===== src/rtl/dac_pkg.sv =====
// Shared constants, state encodings and frame packing for the DAC setpoint sink.
package dac_pkg;
  localparam int MAX_ID_NUM_DEF = 60;
  localparam int FRAME_W        = 24;
  localparam int LDAC_W         = 2;

  typedef enum logic [2:0] {RD_IDLE, RD_SCAN, RD_XFER, RD_LDAC, RD_DONE} rd_state_t;
  typedef enum logic [1:0] {SP_IDLE, SP_SETUP, SP_SHIFT, SP_HOLD} sp_state_t;

  function automatic logic [FRAME_W-1:0] mk_frame(input logic [6:0] id, input logic [15:0] data);
    return {1'b0, id, data};
  endfunction
endpackage


===== src/rtl/dac_setpoint_sink_if.sv =====
// Write-side stream from the DAC address generator into the setpoint sink.
interface dac_setpoint_sink_if;
  logic        clk_enable;
  logic        trig;
  logic [6:0]  aie_addr;
  logic [15:0] Data16b;
  logic        wr_one;
  logic        mask;

  modport master (output clk_enable, trig, aie_addr, Data16b, wr_one, mask);
  modport slave  (input  clk_enable, trig, aie_addr, Data16b, wr_one, mask);
endinterface


===== src/rtl/dac_spi_shifter.sv =====
// One 24-bit SPI frame per start: CS setup, 24 SCLK periods MSB first, CS hold.
module dac_spi_shifter
  import dac_pkg::*;
#(
  parameter int SCLK_DIV = 4
) (
  input  logic               clk,
  input  logic               reset,
  input  logic               start,
  input  logic [FRAME_W-1:0] frame,
  output logic               ready,
  output logic               csn,
  output logic               sclk,
  output logic               sdi
);
  sp_state_t          st, st_nxt;
  logic [7:0]         cnt;
  logic [4:0]         bitc;
  logic [FRAME_W-1:0] sr;
  logic               cnt_end;

  assign cnt_end = (cnt == 8'(SCLK_DIV - 1));
  // ready covers the last hold cycle so the parent can rescan with no gap
  assign ready   = (st == SP_IDLE) | ((st == SP_HOLD) & cnt_end);

  always_comb begin
    st_nxt = st;
    case (st)
      SP_IDLE:  if (start) st_nxt = SP_SETUP;
      SP_SETUP: if (cnt_end) st_nxt = SP_SHIFT;
      SP_SHIFT: if (cnt_end & sclk & (bitc == 5'(FRAME_W - 1))) st_nxt = SP_HOLD;
      SP_HOLD:  if (cnt_end) st_nxt = SP_IDLE;
      default:  st_nxt = SP_IDLE;
    endcase
  end

  always_ff @(posedge clk) begin
    if (reset) begin
      st   <= SP_IDLE;
      cnt  <= '0;
      bitc <= '0;
      sr   <= '0;
      csn  <= 1'b1;
      sclk <= 1'b0;
      sdi  <= 1'b0;
    end else begin
      st  <= st_nxt;
      cnt <= ((st == SP_IDLE) | cnt_end) ? 8'd0 : cnt + 8'd1;
      case (st)
        SP_IDLE: if (start) begin
          sr   <= frame;
          sdi  <= frame[FRAME_W-1];
          csn  <= 1'b0;
          bitc <= '0;
        end
        SP_SHIFT: if (cnt_end) begin
          sclk <= ~sclk;
          // falling edge: present the next bit; zeros shift in after bit 0
          if (sclk) begin
            bitc <= bitc + 5'd1;
            sr   <= {sr[FRAME_W-2:0], 1'b0};
            sdi  <= sr[FRAME_W-2];
          end
        end
        SP_HOLD: if (cnt_end) csn <= 1'b1;
        default: ;
      endcase
    end
  end
endmodule


===== src/rtl/dac_setpoint_sink.sv =====
// Ping-pong setpoint buffer with trig-driven SPI readout and LDAC pulse.
// Build option: DAC_SINK_MASK_EN makes the capture valid bit follow mask.
module dac_setpoint_sink
  import dac_pkg::*;
#(
  parameter int MAX_ID_NUM = MAX_ID_NUM_DEF,
  parameter int SCLK_DIV   = 4
) (
  input  logic                clk,
  input  logic                reset,
  dac_setpoint_sink_if.slave  bus,
  output logic                busy,
  output logic                done,
  output logic                overrun,
  output logic                dac_csn,
  output logic                dac_sclk,
  output logic                dac_sdi,
  output logic                ldac_n
);
  localparam int         IDW     = $clog2(MAX_ID_NUM);
  localparam logic [6:0] LAST_ID = 7'(MAX_ID_NUM - 1);

  rd_state_t             st, st_nxt;
  logic [6:0]            id, id_nxt;
  logic                  wbank;
  logic [1:0]            lcnt;
  logic                  start, sh_ready, cap, vld_wr;
  logic [15:0]           mem [2][MAX_ID_NUM];
  logic [MAX_ID_NUM-1:0] vld [2];
  logic [IDW-1:0]        wa, ra;
  logic [FRAME_W-1:0]    frame;

  assign wa  = bus.aie_addr[IDW-1:0];
  assign ra  = id[IDW-1:0];
  assign cap = bus.clk_enable & bus.wr_one & (32'(bus.aie_addr) < MAX_ID_NUM);

`ifdef DAC_SINK_MASK_EN
  assign vld_wr = bus.mask;
`else
  logic unused_mask;
  assign unused_mask = bus.mask;
  assign vld_wr      = 1'b1;
`endif

  always_ff @(posedge clk) if (cap) mem[wbank][wa] <= bus.Data16b;

  always_comb begin
    st_nxt = st;
    id_nxt = id;
    start  = 1'b0;
    case (st)
      RD_IDLE: if (bus.trig) begin
        st_nxt = RD_SCAN;
        id_nxt = '0;
      end
      RD_SCAN: begin
        if (vld[~wbank][ra]) begin
          start  = 1'b1;
          st_nxt = RD_XFER;
        end else if (id == LAST_ID) st_nxt = RD_LDAC;
        else id_nxt = id + 7'd1;
      end
      RD_XFER: if (sh_ready) begin
        if (id == LAST_ID) st_nxt = RD_LDAC;
        else begin
          st_nxt = RD_SCAN;
          id_nxt = id + 7'd1;
        end
      end
      RD_LDAC: if (lcnt == 2'(LDAC_W - 1)) st_nxt = RD_DONE;
      RD_DONE: st_nxt = RD_IDLE;
      default: st_nxt = RD_IDLE;
    endcase
  end

  always_ff @(posedge clk) begin
    if (reset) begin
      st      <= RD_IDLE;
      id      <= '0;
      wbank   <= 1'b0;
      lcnt    <= '0;
      overrun <= 1'b0;
      vld[0]  <= '0;
      vld[1]  <= '0;
      busy    <= 1'b0;
      done    <= 1'b0;
      ldac_n  <= 1'b1;
    end else begin
      st   <= st_nxt;
      id   <= id_nxt;
      lcnt <= (st == RD_LDAC) ? lcnt + 2'd1 : 2'd0;
      if (cap) vld[wbank][wa] <= vld_wr;
      // a trig anywhere outside IDLE (DONE included) is a missed frame
      if (bus.trig) begin
        if (st == RD_IDLE) begin
          wbank       <= ~wbank;
          vld[~wbank] <= '0;
        end else overrun <= 1'b1;
      end
      busy   <= (st_nxt == RD_SCAN) | (st_nxt == RD_XFER) | (st_nxt == RD_LDAC);
      done   <= (st_nxt == RD_DONE);
      ldac_n <= (st_nxt != RD_LDAC);
    end
  end

  assign frame = mk_frame(id, mem[~wbank][ra]);

  dac_spi_shifter #(.SCLK_DIV(SCLK_DIV)) u_shift (
    .clk   (clk),
    .reset (reset),
    .start (start),
    .frame (frame),
    .ready (sh_ready),
    .csn   (dac_csn),
    .sclk  (dac_sclk),
    .sdi   (dac_sdi)
  );
endmodule


===== src/flat_wrapper.sv =====
// flat-port wrapper written by rule: the top's interface ports become plain ports
module dac_setpoint_sink_flat import dac_pkg::*;
#(
  parameter int MAX_ID_NUM = MAX_ID_NUM_DEF,
  parameter int SCLK_DIV   = 4
)
  (clk, reset, busy, done, overrun, dac_csn, dac_sclk, dac_sdi, ldac_n, bus_clk_enable, bus_trig, bus_aie_addr, bus_Data16b, bus_wr_one, bus_mask);
  dac_setpoint_sink_if bus_i ();
  input  logic clk;
  input  logic reset;
  output logic busy;
  output logic done;
  output logic overrun;
  output logic dac_csn;
  output logic dac_sclk;
  output logic dac_sdi;
  output logic ldac_n;
  input wire logic [$bits(bus_i.clk_enable)-1:0] bus_clk_enable;
  input wire logic [$bits(bus_i.trig)-1:0] bus_trig;
  input wire logic [$bits(bus_i.aie_addr)-1:0] bus_aie_addr;
  input wire logic [$bits(bus_i.Data16b)-1:0] bus_Data16b;
  input wire logic [$bits(bus_i.wr_one)-1:0] bus_wr_one;
  input wire logic [$bits(bus_i.mask)-1:0] bus_mask;
  assign bus_i.clk_enable = bus_clk_enable;
  assign bus_i.trig = bus_trig;
  assign bus_i.aie_addr = bus_aie_addr;
  assign bus_i.Data16b = bus_Data16b;
  assign bus_i.wr_one = bus_wr_one;
  assign bus_i.mask = bus_mask;
  dac_setpoint_sink #(.MAX_ID_NUM(MAX_ID_NUM), .SCLK_DIV(SCLK_DIV)) u_core (.clk(clk), .reset(reset), .bus(bus_i), .busy(busy), .done(done), .overrun(overrun), .dac_csn(dac_csn), .dac_sclk(dac_sclk), .dac_sdi(dac_sdi), .ldac_n(ldac_n));
endmodule

===== config.mk =====
export PLATFORM = sky130hd
export DESIGN_NAME = dac_setpoint_sink_flat
export DESIGN_NICKNAME = d
export VERILOG_FILES = /design/src/rtl/dac_pkg.sv /design/src/rtl/dac_setpoint_sink_if.sv /design/src/rtl/dac_spi_shifter.sv /design/src/rtl/dac_setpoint_sink.sv /design/src/flat_wrapper.sv
export SDC_FILE = /design/constraint.sdc
export NUM_CORES = 2
export LEC_CHECK = 0
export ABC_CLOCK_PERIOD_IN_PS = 6100
export CORE_ASPECT_RATIO = 1.5
export CORE_UTILIZATION = 25
export DETAILED_ROUTE_END_ITERATION = 7
export PLACE_DENSITY = 0.48
export SLEW_MARGIN = 20
export SYNTH_ARGS = -nofsm -noshare
export SYNTH_HDL_FRONTEND = slang
export SYNTH_SLANG_ARGS = --single-unit

===== constraint.sdc =====
create_clock -name clk -period 6.1 [get_ports clk]
set_input_delay 0.915 -clock clk [delete_from_list [all_inputs] [get_ports clk]]
set_output_delay 0.915 -clock clk [all_outputs]
set_load 0.05 [all_outputs]

# ---- Word-level counts from Yosys, hierarchy flattened
# Memories as Yosys holds them, arrays and structs flattened.
# Cells that the tools add are included.
dict set report classes {
  n_addsub 4
  magnitude_cmp 7
  n_eq_ne 24
  muxes 58
  bitwise_logic 15
  reduce_logical 18
}
# operator n
set op_table {}
lappend op_table {{2-to-1 mux 960 bit} 1}
lappend op_table {{2-to-1 mux 60 bit} 4}
lappend op_table {{OR reduction 60 bit} 2}
lappend op_table {{binary-select mux 16 bit (select 6 bit)} 1}
lappend op_table {{demux 16 bit (select 6 bit)} 1}
lappend op_table {{2-to-1 mux 23 bit} 3}
lappend op_table {{2-to-1 mux 16 bit} 3}
lappend op_table {{one-hot mux 23 bit (2 select lines)} 1}
lappend op_table {{2-to-1 mux 7 bit} 4}
lappend op_table {{one-hot mux 7 bit (3 select lines)} 1}
lappend op_table {{2-to-1 mux 1 bit} 19}
lappend op_table {{2-to-1 mux 3 bit} 5}
lappend op_table {{2-to-1 mux 5 bit} 3}
lappend op_table {{greater-or-equal comparator 7 bit (second input constant)} 2}
lappend op_table {{< comparator 6 x 7 -> 1 bit (second input constant)} 2}
lappend op_table {{!= test 2 bit (second input constant)} 7}
lappend op_table {{NOT 6 -> 7 bit} 2}
lappend op_table {{equality test 3 x 2 -> 1 bit (second input constant)} 4}
lappend op_table {{one-hot mux 3 bit (4 select lines)} 1}
lappend op_table {{AND reduction 4 bit} 3}
lappend op_table {{2-to-1 mux 2 bit} 5}
lappend op_table {{one-hot mux 5 bit (2 select lines)} 1}
lappend op_table {{adder 8 x 1 -> 8 bit (second input constant)} 1}
lappend op_table {{equality test 8 x 2 -> 1 bit (second input constant)} 1}
lappend op_table {{other kinds (29)} 49}
dict set report totals {
  regBits 58
  mem_bits_rw 2040
  out_inout_bits 7
  wordCells 143
  n_memories 2
}
# memory words word_bits rd rd_clocked_by_memory_dff wr line
set memory_table {}
lappend memory_table {u_core.mem 2 960 1 0 1 dac_setpoint_sink.sv:28} ;# logic [15:0] mem [2][MAX_ID_NUM];
lappend memory_table {u_core.vld 2 60 1 0 2 dac_setpoint_sink.sv:29} ;# logic [MAX_ID_NUM-1:0] vld [2];

# ---- Depth between registers and ports, before layout
# An unclocked memory read counts as a cell.
dict set report logic_depth {
  word_depth 9
  mapped_depth 16
}

# ---- Hierarchy
# From an unflattened synthesis, not the netlist that was laid out.
dict set report hier_totals {
  cells_unflattened 3744
  hier_area_um2 80885.1
}
# module instances cells_per_inst area_per_inst_um2 seq_area_each_um2
set modules_own_cells {}
lappend modules_own_cells {dac_setpoint_sink 1 3533 78901.9 60397.9}
lappend modules_own_cells {dac_spi_shifter 1 211 1983.2 820.8}

# ---- Worst setup path after synthesis
# Ideal clock, no wire load.
dict set report synth_path {
  path_type {register to register}
  from {reg u_core.wbank}
  to {mem u_core.mem[0][160] (netlist bit), enable pin}
  setup_time_ps 390
  t_arrival_ps 2907
  required_ps 5710
  slack_ps 2803
  stages_incl_launch_ff 13
  path_buffers 9
  synth_period_minus_slack_ps 3297
  cell_sequence {dfxtp_1 > buf_6 > buf_12 > buf_12 > buf_12 > buf_6 > buf_6 > buf_4 > buf_6 > buf_2 > nor2_1 > nand4_1 > nor2_1}
}
# item line
set synth_lines {}
lappend synth_lines {{start: declaration} dac_setpoint_sink.sv:25} ;# logic wbank;
lappend synth_lines {{start signal: assignment} dac_setpoint_sink.sv:96} ;# wbank <= ~wbank;
lappend synth_lines {{end: declaration} dac_setpoint_sink.sv:28}
# Straight into the memory's write port.

# ---- Worst setup path after layout
dict set report layout_path {
  from {reg u_core.wbank}
  to {reg u_core.u_shift.sr[11]}
}
dict set report layout_via {
  elab_chain_len 8
  word_cells_on_any_way 14
  classes_between {eq/ne (1); mux (9); bitwise (1); reduce/logical (1); memory (2)}
}
# item line
set layout_lines {}
lappend layout_lines {{NOT 1 bit *} {dac_setpoint_sink.sv:57, dac_setpoint_sink.sv:106}}
lappend layout_lines {{memory read (2 x 60 bit)} -}
lappend layout_lines {{binary-select mux 1 bit (select 6 bit)} dac_setpoint_sink.sv:57} ;# if (vld[~wbank][ra]) begin
lappend layout_lines {{2-to-1 mux 1 bit (implied by the code)} dac_setpoint_sink.sv:57}
lappend layout_lines {{2-to-1 mux 1 bit} dac_setpoint_sink.sv:57}
lappend layout_lines {{2-to-1 mux 1 bit} dac_setpoint_sink.sv:51} ;# case (st)
lappend layout_lines {{!= test 2 x 1 -> 1 bit (no source line)} -}
lappend layout_lines {{AND reduction 4 bit (no source line)} -}
lappend layout_lines {{end signal: assignment} dac_spi_shifter.sv:51} ;# sr <= frame;
lappend layout_lines {{end signal: assignment} dac_spi_shifter.sv:61} ;# sr <= {sr[FRAME_W-2:0], 1'b0};
lappend layout_lines {{end: declaration} dac_spi_shifter.sv:19} ;# logic [FRAME_W-1:0] sr;
# Every way passes the cells marked *; elsewhere a longest branch is shown, timed or not. The select of a mux whose other input is x is not followed.
# A chain may end at the register's enable or synchronous reset.

==> summary.md <==
| Metric | Value |
|---|---|
| First-pass DRT Iterations | 6 |
| Overflow after GRT | 0 |
| Area grow syn2layout | 15.57% |
| DIE AREA | ~0.33 sq mm |
| Synth area leader | edfxtp_1 |
| Commonest cells post-synth | edfxtp_1, mux4_2, mux2i_1 |
| First-pass GRT wire length | 339.8 mm |
| Most used DFF post-synth | edfxtp_1 |
| All-Layer GR Usage | 14.60% |
| Crit path required time | 6.86 ns |
| Crit Path Class | flop to flop |
| Async SR Flop Fraction | 0% |
| Final WL | 243.5 mm |
| Fin worst setup slack | between 1 and 1.5 ns |
| Routability cong. | approximately 0.84 |
| H-tree depth | 4 |
| Run status | completed |
| Critical Path Start Type | flop |
| CTS resizes | 0 |
| Initial antenna violation count | 14 |
| Synth warn | 0 |
| Setup bufs post-CTS | 0 |
| Seq cells post-synth | 2,098 |
| Slew HR | a little over a fifth |
| CTS tree | done |
| Sequential power share | between 50% and 60% |
| Area contributors post-synth | edfxtp_1, mux4_2, dfxtp_1 |
| Combinational power share | 6.7% |
| Routed vias/inst | ~4.7 |
| Layout Nets | 4,379 |
| WL/cell | between 20 and 30 um |
| Critical path fanouts, max | 39 |
| Post-synth top area share | between 70 and 80% |
| Io pins | 36 |
| Largest net degree at the start of global routing | 96 |
| Core area | between 0.3 and 0.4 sq mm |
| Count leader, synth | edfxtp_1 |
| Drt drc | 0 |
| CTS Hold Bufs | 0 |
| Die Wd | about 470 um |
| Final setup vio count | 0 |
| Synth Instances | 4,128 |
| Row Count | 256 |
| Clock power frac | roughly two fifths |
| Peak Freq | ~0.21 GHz |
| Register area share after synthesis | between 70% and 80% |
| Core Util, Final | between 20% and 30% |
| Share of cells above drive strength 1 | between 20 and 25% |
| CTS Sinks | around 2,100 |
| Fin. max-slew vios | 0 |
| Final setup TNS | 0 ns |
| CTS clock-pin slew for the worst setup and hold paths | 0.07 ns |
| Worst Tran Pin Value | about 1.2 ns |
| Vias | 41,050 |
| Unrepaired setup endpoints after global routing | false |
| Root Driver | clkbuf_16 |
| Worst EP arrival | approximately 5.4 ns |
| Worst hold-check path type | flop to flop |
| Starting density of the core | about a quarter |
| Final Hold Fails | 0 |
| Peak supply drop | around 250 uV |
| Max-Cap Viols | 0 |
| Routed Antenna Nets | 0 |
| # port buffers | 34 |
| Syn_nets | about 4,200 |
| CTS buffer count | between 150 and 200 |
| Number of global-route vias before repair | 42,700 |
| Net Sw Power | 6.687 mW |
| Violation count after the first detailed-route iteration | between 3,000 and 4,000 |
| Worst slack, placed | approximately 1.4 ns |
| Syn avg cell area | ~20 sq um |
| HPWL after detailed placement | approximately 150 mm |
| Tmin final | between 4 and 5 ns |
| Max clock buf depth | 4 |
| Post-Syn Area | just over 0.08 sq mm |
| Sw Share | between 20% and 30% |
| Clock skew | between 0.07 and 0.08 ns |
| Int Pwr | between 20 and 25 mW |
| CP endpoint kind | flop |
| PwrDens | 317.6 mW/mm^2 |
| Post-synth EDFFs | ~1,900 |
| Fin crit share | 76.44% |
| Die Span Y | 702 um |
| Leakage | 28.90 nW |
| Clock latency on the worst-skew pair | around 0.87 ns |
| Yosys cell types | 81 |
-- cell families (layout without fill, tap and decap cells) --
group | count (synthesis) | after routing | synth area share, %
AND/OR/NAND/NOR | 500 | 500 | 2.741
XOR/XNOR | 13 | 13 | 0.1394
multiplexers | 717 | 717 | 15.50
other | 0 | 4 | 0
buffers and inverters | 256 | 626 | 1.842
adder cells (fa/ha/maj) | 8 | 8 | 0.1226
flip-flops | 2098 | 2098 | 74.96
AO/OA/AOI/OAI | 536 | 536 | 4.691
-- worst paths after layout --
| check | from | endpoint | slack, ns | depth (start not counted) |
|---|---|---|---|---|
| max | u_core.wbank$_SDFFE_PP0P_ | u_core.u_shift.sr[11]$_SDFFE_PP0P_ | 1.44 | 9 |
| min | u_core.lcnt[0]$_SDFF_PP0_ | u_core.lcnt[0]$_SDFF_PP0_ | 0.44 | 1 |
| max reg2reg | u_core.wbank$_SDFFE_PP0P_ | u_core.u_shift.sr[11]$_SDFFE_PP0P_ | 1.44 | 9 |
| min reg2reg | u_core.lcnt[0]$_SDFF_PP0_ | u_core.lcnt[0]$_SDFF_PP0_ | 0.44 | 1 |
-- flip-flops by register name (all words and copies together) (netlist names), 2 cells and up --
name / count
u_core.st: 3
u_core.mem: 1920
u_core.u_shift.st: 2
u_core.u_shift.sr: 23
u_core.u_shift.cnt: 8
u_core.id: 7
u_core.lcnt: 2
u_core.vld: 120
u_core.u_shift.bitc: 5
-- power by group through the flow --
| stage | logic [mW] | registers, mW | clock network, mW |
|---|---|---|---|
| after global placement | 2.02 | 16.1 | 0 |
| after floorplan | 1.31 | 16.1 | 0 |
| final | 2.00 | 15.8 | 12.2 |
| after detailed placement | 2.05 | 16.1 | 0 |
| after global routing | 2.13 | 15.8 | 12.9 |
| after CTS | 2.05 | 15.8 | 12.5 |
-- routing by layer --
metal	vias up	GRT usage, %	part of all wire (%)
met5	-	0	0.027
met4	10	6.216	4.6
met3	354	1.696	3.7
met2	997	26.45	53
met1	22230	17.26	39
li1	17460	-	-
-- final cells by class --
cell class,count,area (sq um)
Antenna cell,4,10.01
Clock buffer,268,5510
Clock inverter,85,734.5
Fill cell,31730,230100
Inverter,18,71.32
Multi-Input combinational cell,1774,19350
Sequential cell,2098,61240
Tap cell,4257,5326
Timing Repair Buffer,255,2148
-- worst max-delay path, stage by stage (launching register included) --
cell and delay (ns):
dfxtp_4 1.08, buf_4 0.75, mux4_2 0.58, mux2_2 0.27, a221o_1 0.43, a211oi_1 0.74
a31oi_1 0.18, o21ai_1 0.19, nand2_1 0.07, a32o_1 0.24
-- cells in the final DEF, fill, tap and decap left out, types with 70 or more instances in the layout --
cell and instances:
o21a_1 122, mux4_2 429, edfxtp_1 1920, nor2_1 100, clkbuf_16 200, nand2_1 132, dfxtp_1 172, buf_4 221
a21oi_1 72, nor2_2 83, a22oi_1 70, mux2i_1 267
-- metrics by stage --
step                      hold slack, ns  instance area, sq um  total power [mW]  cells
after floorplan                   0.3978                 81670             17.37   4128
final                             0.4413                 94380             29.97   8759
after global routing              0.4549                 94380             30.79   8756
after global placement            0.4168                 87980             18.12   8398
after CTS                         0.4212                 94290             30.29   8752
after detailed placement          0.4300                 88040             18.15   8399
Note: power is estimated with default switching activity, not from simulation.
